**src/rtl/contador_gray_param.sv**
```systemverilog
`default_nettype none
// ============================================================================
// Module   : contador_gray_param
// Brief    : Up/down Gray-code counter with parallel load, wrap/saturate
//            limits, a binary mirror output and a terminal-count flag.
// Revision : 1.0 - initial release
// ============================================================================
module contador_gray_param #(
  parameter int WIDTH    = 5,
  parameter int MODO_SAT = 0
) (
  input  logic             clk,
  input  logic             reset_L,
  input  logic             enable,
  input  logic             up_down,
  input  logic             load,
  input  logic [WIDTH-1:0] dato_load,
  output logic [WIDTH-1:0] salida_gray,
  output logic [WIDTH-1:0] salida_bin,
  output logic             fin_cuenta
);

  localparam logic [WIDTH-1:0] C_MAX  = {WIDTH{1'b1}};
  localparam logic [WIDTH-1:0] C_ZERO = {WIDTH{1'b0}};
  localparam logic [WIDTH-1:0] C_ONE  = {{(WIDTH-1){1'b0}}, 1'b1};
  localparam bit               C_SAT  = (MODO_SAT != 0);

  logic [WIDTH-1:0] r_bin;
  logic [WIDTH-1:0] r_gray;
  logic             r_fin;

  logic             w_at_limit;
  logic [WIDTH-1:0] w_next;

  always_comb begin
    w_at_limit = up_down ? (r_bin == C_MAX) : (r_bin == C_ZERO);
    w_next     = r_bin;
    if (load) begin
      w_next = dato_load;
    end else if (enable) begin
      // Plain modulo arithmetic already yields the wrap; saturation only blocks it.
      if (!(w_at_limit && C_SAT)) begin
        w_next = up_down ? (r_bin + C_ONE) : (r_bin - C_ONE);
      end
    end
  end

  // Gray is encoded from the next binary value so both outputs update together.
  always_ff @(posedge clk or negedge reset_L) begin
    if (!reset_L) begin
      r_bin  <= C_ZERO;
      r_gray <= C_ZERO;
      r_fin  <= 1'b0;
    end else begin
      r_bin  <= w_next;
      r_gray <= w_next ^ (w_next >> 1);
      r_fin  <= !load && enable && w_at_limit;
    end
  end

  assign salida_bin  = r_bin;
  assign salida_gray = r_gray;
  assign fin_cuenta  = r_fin;

endmodule
`default_nettype wire

```
**config.mk**
```make
export PLATFORM = sky130hd
export DESIGN_NAME = contador_gray_param
export DESIGN_NICKNAME = d
export VERILOG_FILES = /design/src/rtl/contador_gray_param.sv
export SDC_FILE = /design/constraint.sdc
export NUM_CORES = 1
export LEC_CHECK = 0
export CORE_UTILIZATION = 43
export DETAILED_ROUTE_END_ITERATION = 10
export GPL_ROUTABILITY_DRIVEN = 0
export HOLD_SLACK_MARGIN = 0.08
export PLACE_DENSITY = 0.74
export SYNTH_ARGS = -nofsm -noshare
export SYNTH_HDL_FRONTEND = slang
export SYNTH_SLANG_ARGS = --single-unit
```
**constraint.sdc**
```tcl
create_clock -name clk -period 2.7 [get_ports clk]
set_clock_uncertainty 0.05 [all_clocks]
set_input_delay 0.27 -clock clk [delete_from_list [all_inputs] [get_ports clk]]
set_output_delay 0.27 -clock clk [all_outputs]
set_load 0.02 [all_outputs]
```
==> results.ini <==
[status]
status=completed

[timing]
fin_setup_tns_ns=0
finalCritPeriodShare=0.775
worst_pin_slew_ns=0.431
timing.hold.ws_ns=0.260
slew_viol_final=0
max_freq_ghz=0.478
finalSetupViolations=0
hold_viol_final=0
slew_headroom=0.712
period_minus_slack_ns=2.09
rsz0062_at_grt=false
fin_ws_ns=0.607

[logic_synthesis]
yosys_warnings=0
synth_edf_count=0
netlist_area_um2=617
seq_area_frac_synth=0.406
async_flop_share=1.00
synth_fa_ha_area_frac=0.0933
synthXorXnorAreaFrac=0.0852
synth-seq-cells=10
syn_inst=63
synth_top_family_by_area=simple AND/OR/NAND/NOR gates
synthSimpleGateAreaFrac=0.219
synth_top_flop_cell=dfrtp_1
synthMuxAreaShare=0.0345
synth_area_leaders=dfrtp_1 (41%), ha_1 (6.1%), xnor2_1 (5.7%)
yosys.area.top_type=dfrtp_1
synth_top_area_share=0.406
ys_types=30
syn_nets=77
synth_compound_area_frac=0.105
syn_avg_cell_area_um2=9.79

[worst_setup_path]
path_class=in -> reg
critPathCaptureType=register
crit_fanout=6
required_ns=2.80
worst_ep_arrival_time_ns=2.20
critPathLaunchType=primary input

[global_route]
grt_usage=0.205
grt_antenna_before_repair=0
gr-total-overflow=0
grt_pass1_vias=433
grt_max_degree=17
grt_pass1_wl_um=2080

[cts]
post_cts_buffers=0
post_cts_resize_count=0
cts_inserted_buffers=3
htree_levels=1
cts.sinks=10
post_cts_hold_buffer_count=0
clockBufferDepth=2
clkTransAtPathRegs_ns=0.07
clk_latency_ns=0.26
cts_tree=yes
cts_root_buffer=clkbuf_4

[die]
start_util=0.468
num_rows=13
io_pins=21
die_height_um=39.9
dieWidth_um=39.9
die_area_um2=1590
core_area_um2=1320

[routing]
routed_wl_um=1260
drt_iter0_markers=11
viasPerCell=5.18
route.detailed.drc=0
drtAntennaViolNets=0
wl_per_cell_um=12.6
num_vias=518
dr.pass1.iters=3

[finish]
nNetsFinal=100
diodes=0
drive_gt1_frac=0.0824
final_cells=100
final_cell_area_um2=863
layout_commonest_cell=clkdlybuf4s50_1
final_util=0.655
syn_to_final_growth_pct=40.0
final_cell_mix=clkdlybuf4s50_1 (20), dfrtp_1 (10), a21oi_1 (6), nor2_1 (6), inv_1 (5)

[placed_design]
dp_hpwl_um=985
place_area_um2=827
dp_slack_ns=0.321
placed_cells=96
port_buffers=20

[job]
max_cap_violations=0

[power_and_ir_drop]
power.leakage_nw=0.380
p_per_area_nw_per_um2=675
power_mw=0.583
peakVddDrop_v=0.000461

[hold_path]
hold_class=in -> async

==> worst max-delay path, stage by stage <==
cell	delay [ns]
clkdlybuf4s50_1	0.51
fa_1	0.50
nand2b_1	0.16
a21oi_1	0.17
a21oi_1	0.07
or3_4	0.38
xor2_1	0.14
==> logic make-up after synthesis <==
family                     Yosys count
AOI/OAI and AO/OA                   11
xor gates and xnor gates             6
adders and majority gates            4
buffers and inverters                8
DFF                                 10
muxes                                2
and+or+nand+nor                     22
==> state kept, by name, summed over array words and instances, names as in the netlist <==
| signal | flops |
|---|---|
| salida_gray | 4 |
| fin_cuenta | 1 |
| salida_bin | 5 |
==> power breakdown <==
part / total (mW) / switching [mW] / internal [mW]
logic: 0.246 / 0.120 / 0.125
registers: 0.206 / 0.0247 / 0.182
clock network: 0.131 / 0.0491 / 0.0818
total: 0.583 / 0.194 / 0.388
==> final timing paths <==
check                            endpoint     startpoint  slack [ns]  cells past startpoint
min in group clk            salida_bin[0]   dato_load[0]        0.57                      3
max in group asynchronous   salida_bin[2]        reset_L        2.04                      1
hold / removal             salida_gray[1]        reset_L        0.26                      1
hold reg to reg             salida_bin[0]  salida_bin[0]        0.66                      2
setup / recovery           salida_gray[3]        up_down        0.61                      7
setup reg to reg           salida_gray[3]  salida_bin[0]        0.65                      7
==> layout make-up <==
cell class                      count  area (um^2)
Fill cell                         115          454
Multi-Input combinational cell     45          332
Sequential cell                    10          250
Timing Repair Buffer               21          208
Clock buffer                        4         36.3
Inverter                            5         18.8
Tap cell                           15         18.8
==> cell usage after synthesis, types with 2 or more instances <==
cell type	number
xor2_1	2
nor3b_1	3
nor3_1	2
a21oi_1	6
ha_1	3
xnor2_1	4
inv_1	5
nor2_1	6
dfrtp_1	10
nand2_1	2
==> metal layers <==
metal	vias up	track usage	wire, um
met5	-	0	0
met4	0	0	0
met3	0	0.102	54
met2	11	0.286	618
met1	245	0.294	586
li1	262	-	-
Power figures use the tool's default switching activity.
